==> config.mk <==
export PLATFORM = sky130hd
export DESIGN_NAME = m1_phase_decoder_flat
export DESIGN_NICKNAME = d
export VERILOG_FILES = /design/src/rtl/m1_phase_decoder_if.sv /design/src/rtl/m1_phase_decoder.sv /design/src/flat_wrapper.sv
export SDC_FILE = /design/constraint.sdc
export NUM_CORES = 1
export LEC_CHECK = 0
export ABC_AREA = 1
export CAP_MARGIN = 5
export CORE_MARGIN = 1.5
export CORE_UTILIZATION = 25
export CTS_CLUSTER_DIAMETER = 30
export DETAILED_ROUTE_END_ITERATION = 16
export SKIP_LAST_GASP = 1
export SYNTH_ARGS = -nofsm -noshare
export SYNTH_HDL_FRONTEND = slang
export SYNTH_SLANG_ARGS = --single-unit
==> constraint.sdc <==
create_clock -name L_start_Dclk -period 3.26 [get_ports L_start_Dclk]
set_input_delay 0.652 -clock L_start_Dclk [delete_from_list [all_inputs] [get_ports L_start_Dclk]]
set_output_delay 0.652 -clock L_start_Dclk [all_outputs]
set_load 0.03 [all_outputs]
==> src/rtl/m1_phase_decoder_if.sv <==
// Handshake and counter bus between the M1 counter bank / calibration
// controller (master) and the phase decoder (slave).
interface m1_phase_decoder_if #(
    parameter int CW = 8
);
    logic          meas_start;
    logic [CW-1:0] start_cnt_p;
    logic [CW-1:0] start_cnt_n;
    logic [CW-1:0] stop_cnt_p;
    logic [CW-1:0] stop_cnt_n;
    logic          result_ack;
    logic [CW:0]   phase_half;
    logic          result_valid;
    logic          meas_err;
    logic          busy;

    modport master (
        output meas_start, start_cnt_p, start_cnt_n, stop_cnt_p, stop_cnt_n, result_ack,
        input  phase_half, result_valid, meas_err, busy
    );

    modport slave (
        input  meas_start, start_cnt_p, start_cnt_n, stop_cnt_p, stop_cnt_n, result_ack,
        output phase_half, result_valid, meas_err, busy
    );
endinterface

==> src/rtl/m1_phase_decoder.sv <==
// Turns the four M1 delay-line edge counters into one start-to-stop phase
// offset (in half-cycles of L_start_Dclk) per request, with a result handshake.
module m1_phase_decoder #(
    parameter int Dc_length    = 13,
    parameter int DE_bits      = 6,
    parameter int Count_length = Dc_length - DE_bits,
    parameter int SETTLE_CYC   = 4,
    parameter int MAX_RETRY    = 3
) (
    input  logic                L_start_Dclk,
    input  logic                reset_m1,
    m1_phase_decoder_if.slave   bus
);
    localparam int CW = Count_length + 1;
    localparam int PW = Count_length + 2;
    localparam int SW = $clog2(SETTLE_CYC) + 1;
    localparam int RW = $clog2(MAX_RETRY) + 1;

    typedef enum logic [2:0] {IDLE, SETTLE, SAMPLE, CHECK, COMPUTE, DONE} state_t;

    state_t        state_q, state_d;
    logic [SW-1:0] settle_q, settle_d;
    logic [RW-1:0] retry_q, retry_d;
    logic [CW-1:0] s_start_p_q, s_start_p_d;
    logic [CW-1:0] s_start_n_q, s_start_n_d;
    logic [CW-1:0] s_stop_p_q, s_stop_p_d;
    logic [CW-1:0] s_stop_n_q, s_stop_n_d;
    logic [PW-1:0] phase_q, phase_d;
    logic          valid_q, valid_d;
    logic          err_q, err_d;
    logic          busy_q, busy_d;

    logic [PW-1:0] sum_start, sum_stop;

    // Both sums and the difference live in PW bits so counter wrap cancels out.
    assign sum_start = PW'(s_start_p_q) + PW'(s_start_n_q);
    assign sum_stop  = PW'(s_stop_p_q) + PW'(s_stop_n_q);

    always_comb begin
        state_d     = state_q;
        settle_d    = settle_q;
        retry_d     = retry_q;
        s_start_p_d = s_start_p_q;
        s_start_n_d = s_start_n_q;
        s_stop_p_d  = s_stop_p_q;
        s_stop_n_d  = s_stop_n_q;
        phase_d     = phase_q;
        valid_d     = valid_q;
        err_d       = err_q;
        busy_d      = busy_q;
        case (state_q)
            IDLE: begin
                if (bus.meas_start) begin
                    settle_d = SW'(SETTLE_CYC - 1);
                    retry_d  = '0;
                    err_d    = 1'b0;
                    busy_d   = 1'b1;
                    state_d  = SETTLE;
                end
            end
            SETTLE: begin
                if (settle_q == '0) state_d = SAMPLE;
                else                settle_d = settle_q - SW'(1);
            end
            SAMPLE: begin
                s_start_p_d = bus.start_cnt_p;
                s_start_n_d = bus.start_cnt_n;
                s_stop_p_d  = bus.stop_cnt_p;
                s_stop_n_d  = bus.stop_cnt_n;
                state_d     = CHECK;
            end
            CHECK: begin
                // Stop counters run asynchronously; accept only if they held still.
                if (bus.stop_cnt_p == s_stop_p_q && bus.stop_cnt_n == s_stop_n_q) begin
                    state_d = COMPUTE;
                end else if (retry_q + RW'(1) == RW'(MAX_RETRY)) begin
                    err_d   = 1'b1;
                    phase_d = '0;
                    valid_d = 1'b1;
                    state_d = DONE;
                end else begin
                    retry_d = retry_q + RW'(1);
                    state_d = SAMPLE;
                end
            end
            COMPUTE: begin
                phase_d = sum_start - sum_stop;
                valid_d = 1'b1;
                state_d = DONE;
            end
            DONE: begin
                if (bus.result_ack) begin
                    valid_d = 1'b0;
                    busy_d  = 1'b0;
                    state_d = IDLE;
                end
            end
            default: state_d = IDLE;
        endcase
    end

    always_ff @(posedge L_start_Dclk or posedge reset_m1) begin
        if (reset_m1) begin
            state_q     <= IDLE;
            settle_q    <= '0;
            retry_q     <= '0;
            s_start_p_q <= '0;
            s_start_n_q <= '0;
            s_stop_p_q  <= '0;
            s_stop_n_q  <= '0;
            phase_q     <= '0;
            valid_q     <= 1'b0;
            err_q       <= 1'b0;
            busy_q      <= 1'b0;
        end else begin
            state_q     <= state_d;
            settle_q    <= settle_d;
            retry_q     <= retry_d;
            s_start_p_q <= s_start_p_d;
            s_start_n_q <= s_start_n_d;
            s_stop_p_q  <= s_stop_p_d;
            s_stop_n_q  <= s_stop_n_d;
            phase_q     <= phase_d;
            valid_q     <= valid_d;
            err_q       <= err_d;
            busy_q      <= busy_d;
        end
    end

    assign bus.phase_half   = phase_q;
    assign bus.result_valid = valid_q;
    assign bus.meas_err     = err_q;
    assign bus.busy         = busy_q;
endmodule

==> src/flat_wrapper.sv <==
// flat-port wrapper written by rule: the top's interface ports become plain ports
module m1_phase_decoder_flat 
#(
    parameter int Dc_length    = 13,
    parameter int DE_bits      = 6,
    parameter int Count_length = Dc_length - DE_bits,
    parameter int SETTLE_CYC   = 4,
    parameter int MAX_RETRY    = 3
)
  (L_start_Dclk, reset_m1, bus_meas_start, bus_start_cnt_p, bus_start_cnt_n, bus_stop_cnt_p, bus_stop_cnt_n, bus_result_ack, bus_phase_half, bus_result_valid, bus_meas_err, bus_busy);
  m1_phase_decoder_if bus_i ();
  input  logic L_start_Dclk;
  input  logic reset_m1;
  input wire logic [$bits(bus_i.meas_start)-1:0] bus_meas_start;
  input wire logic [$bits(bus_i.start_cnt_p)-1:0] bus_start_cnt_p;
  input wire logic [$bits(bus_i.start_cnt_n)-1:0] bus_start_cnt_n;
  input wire logic [$bits(bus_i.stop_cnt_p)-1:0] bus_stop_cnt_p;
  input wire logic [$bits(bus_i.stop_cnt_n)-1:0] bus_stop_cnt_n;
  input wire logic [$bits(bus_i.result_ack)-1:0] bus_result_ack;
  output wire logic [$bits(bus_i.phase_half)-1:0] bus_phase_half;
  output wire logic [$bits(bus_i.result_valid)-1:0] bus_result_valid;
  output wire logic [$bits(bus_i.meas_err)-1:0] bus_meas_err;
  output wire logic [$bits(bus_i.busy)-1:0] bus_busy;
  assign bus_i.meas_start = bus_meas_start;
  assign bus_i.start_cnt_p = bus_start_cnt_p;
  assign bus_i.start_cnt_n = bus_start_cnt_n;
  assign bus_i.stop_cnt_p = bus_stop_cnt_p;
  assign bus_i.stop_cnt_n = bus_stop_cnt_n;
  assign bus_i.result_ack = bus_result_ack;
  assign bus_phase_half = bus_i.phase_half;
  assign bus_result_valid = bus_i.result_valid;
  assign bus_meas_err = bus_i.meas_err;
  assign bus_busy = bus_i.busy;
  m1_phase_decoder #(.Dc_length(Dc_length), .DE_bits(DE_bits), .Count_length(Count_length), .SETTLE_CYC(SETTLE_CYC), .MAX_RETRY(MAX_RETRY)) u_core (.L_start_Dclk(L_start_Dclk), .reset_m1(reset_m1), .bus(bus_i));
endmodule
==> results of run 1 <==
==> path summary, 6_finish.rpt <==
| kind | startpoint | slack [ns] | depth (start not counted) | endpoint |
|---|---|---|---|---|
| max | u_core.s_stop_n_q[0] | 0.38 | 14 | u_core.bus.phase_half[8] |
| min | u_core.bus.busy | 0.47 | 2 | u_core.bus.busy |
| max reg2reg | u_core.s_stop_n_q[0] | 0.38 | 14 | u_core.bus.phase_half[8] |
| min reg2reg | u_core.bus.busy | 0.47 | 2 | u_core.bus.busy |
| max in group asynchronous | reset_m1 | 2.30 | 3 | u_core.s_stop_p_q[1] |
| min in group asynchronous | reset_m1 | 0.73 | 3 | u_core.bus.phase_half[7] |
==> flip-flops by register name, indices dropped and copies added (netlist names) <==
name and count:
u_core.bus.busy 1, u_core.bus.meas_err 1, u_core.bus.phase_half 9, u_core.bus.result_valid 1, u_core.retry_q 3, u_core.s_start_n_q 8, u_core.s_start_p_q 8, u_core.s_stop_n_q 8
u_core.s_stop_p_q 8, u_core.settle_q 3, u_core.state_q 3
==> through the flow <==
step                      cell area, um^2  hold slack (ns)
after global placement               3980            0.462
final                                4170            0.475
after detailed placement             3980            0.466
after global routing                 4170            0.508
after floorplan                      3310            0.461
after CTS                            4170            0.483
==> layout make-up <==
class                           count  area share (%)
Clock inverter                      3            1.56
Multi-Input combinational cell    272            38.5
Tap cell                          172            5.16
Sequential cell                    53            31.8
Clock buffer                        5            3.00
Timing Repair Buffer               49            11.9
Inverter                           90            8.10
==> kinds of logic after synthesis <==
logic type                 after synthesis
and+or+nand+nor                        182
buffers and inverters                   98
DFF                                     53
xor gates and xnor gates                 4
AOI/OAI and AO/OA                       56
muxes                                    1
adders and majority gates               29
==> critical path: stages (launching register included) <==
cell and delay, ns:
dfrtp_1 0.38, inv_2 0.06, fa_1 0.52, inv_1 0.05
fa_1 0.42, inv_1 0.07, ha_1 0.15, inv_1 0.05
fa_1 0.39, o21ai_1 0.28, nand4_1 0.16, nand2_1 0.10
nand2_1 0.05, nand3_1 0.07, nand2_1 0.05
==> repair_timing <==
| item | in CTS | in global routing |
|---|---|---|
| endpoints found under the setup margin | 0 | 1 |
| setup buffers | 0 | 0 |
| gates resized for setup | 0 | 1 |
==> per-layer routing <==
| metal | wire, um | up-vias | share of wire, % |
|---|---|---|---|
| li1 | - | 1388 | - |
| met1 | 3560 | 1200 | 50 |
| met3 | 204 | 8 | 2.9 |
| met5 | 0 | - | 0 |
| met2 | 3250 | 41 | 46 |
| met4 | 106 | 0 | 1.5 |
==> cell usage after synthesis (all sizes together) <==
cell type	instances
nand2	117
inv	90
dfrtp	53
nor2	33
o21ai	27
a21oi	23
nand3	21
fa	16
ha	13
nand4	7
buf	5
a31oi	3
clkbuf	3
xor2	3
o21bai	2
a21o	1
and2	1
mux2	1
nand3b	1
nor3	1
or2	1
xnor2	1
==> impl_results.md, run 1 <==
- Status: completed
- Max-slew headroom: 56.1%
- Multiplexer share of the synthesized area: 0.340%
- Synth Area in Compound Gates: 8.81%
- Cell taking the most area after synthesis: dfrtp_1
- Worst-skew pair later-pin latency: 0.29 ns
- Starting density of the core: 25.9%
- Wirelength, routed: 7120 um
- Setup crit start kind: flip-flop
- Syn Inst Count: 423
- Worst Hold Class: reg2reg
- Clk slew on worst S/H paths: 0.07 ns
- GR peak layer: met2
- # diodes: 0
- Syn Nets: 488
- Fin. Hold Viols: 0
- RSZ-0062 raised after global routing: no
- Commonest cells after routing, fill and taps aside: nand2_1, inv_1, dfrtp_1
- First-pass GRT wire length: 12,400 um
- Minimum clock period: 2.88 ns
- Vias in the first global route: 2,664
- Final ANT Viol Nets: 0
- Worst-margin pin slew: 0.657 ns
- Worst clock skew: 0.00485 ns
- Register area share after synthesis: 40.1%
- Setup TNS: 0 ns
- Worst setup margin: 0.381 ns
- # DRC: 0
- GRT met1 Usage: 14.9%
- Final core area utilization: 32.7%
- WP data required: 3.45 ns
- Met2 Resource Use GR: 17.3%
- Worst-path maximum fanout: 4
- Fin nets: 536
- WL/cell: 11.1 um
- Final setup fails: 0
- Die ar.: 0.0139 mm^2
- Remaining Overflow, GRT: 0
- Vias: 2,637
- Fmax: 347 MHz
- Final Non-Filler Cells: 644
- DRT Pass-1 Iters: 4
- CP Class: reg2reg
- Io pins: 48
- Multi-input gate area: 0.00160 mm^2
- Largest family of logic cells by synthesized area: simple AND/OR/NAND/NOR gates
- Post-synthesis cell type count: 29
- Iter 0 DRT Violations: 86
- Fillcell total: 1,350
- Share of layout cells above drive strength 1: 6.36%
- Critical path capture point type: flip-flop
- FP Rows: 41
- Global Route met3 Usage: 2.37%
- DR vias/cell: 4.09
- TritonCTS Buffers: 5
- Mean Syn Cell Area: 7.82 um^2
- PortBufs: 47
- Initial antenna violation count: 0
- WP data arrival: 3.07 ns
- Max-slew violations: 0
- Synth area leaders: dfrtp_1, nand2_1, fa_1, inv_1, ha_1
- Final RePlAce weighted congestion: 0.818
- Area grow syn2layout: 26.0%
- CTS max path bufs: 2
- Clock sink count: 53
- Synthesized cell area: 0.00331 mm^2
- Most common cell after layout, fill and taps aside: nand2_1
- CTS root buffer: clkbuf_16
- GRT Overall Usage: 10.9%
- Die X: 118 um
- Xor/xnor cell area share of the yosys netlist: 1.06%
- DP Worst Slack: 0.276 ns
- Post-Synth Simple-Gate Area: 23.7%
- Register bit total from synthesis: 53
- Fraction of the mapped netlist area in adder cells: 14.6%
- DP HPWL: 5600 um
- Hold Buf Count CTS: 0
- Final period utilization: 88.3%
- FF+latch area: 0.00133 mm^2
- Placeable Area: 0.0128 mm^2
- CTS H-tree depth: 2
- Yosys warnings: 0
- Yosys top cell area share: 40.1%
- Die Ht: 118 um
- CTS tree: yes
- Pin count of the biggest net entering global routing: 54
- Placed cell count: 636
- Max_cap viols: 0
Power of run 1 is not shown: default switching activity piles up to over one toggle a cycle in this logic, so the estimate is an artifact.
==> inputs of run 2 (changes only) <==
- CTS_CLUSTER_DIAMETER: 30 -> not set
==> results of run 2 <==
No change in the layout: final DEF, timing and power equal those of run 1.
Power of run 2 is left out for the same reason.
==> inputs of run 3 (changes only) <==
- CAP_MARGIN: 5 -> not set
==> results of run 3 <==
No change in the layout: final DEF, timing and power equal those of run 1.
Power of run 3 is left out for the same reason.
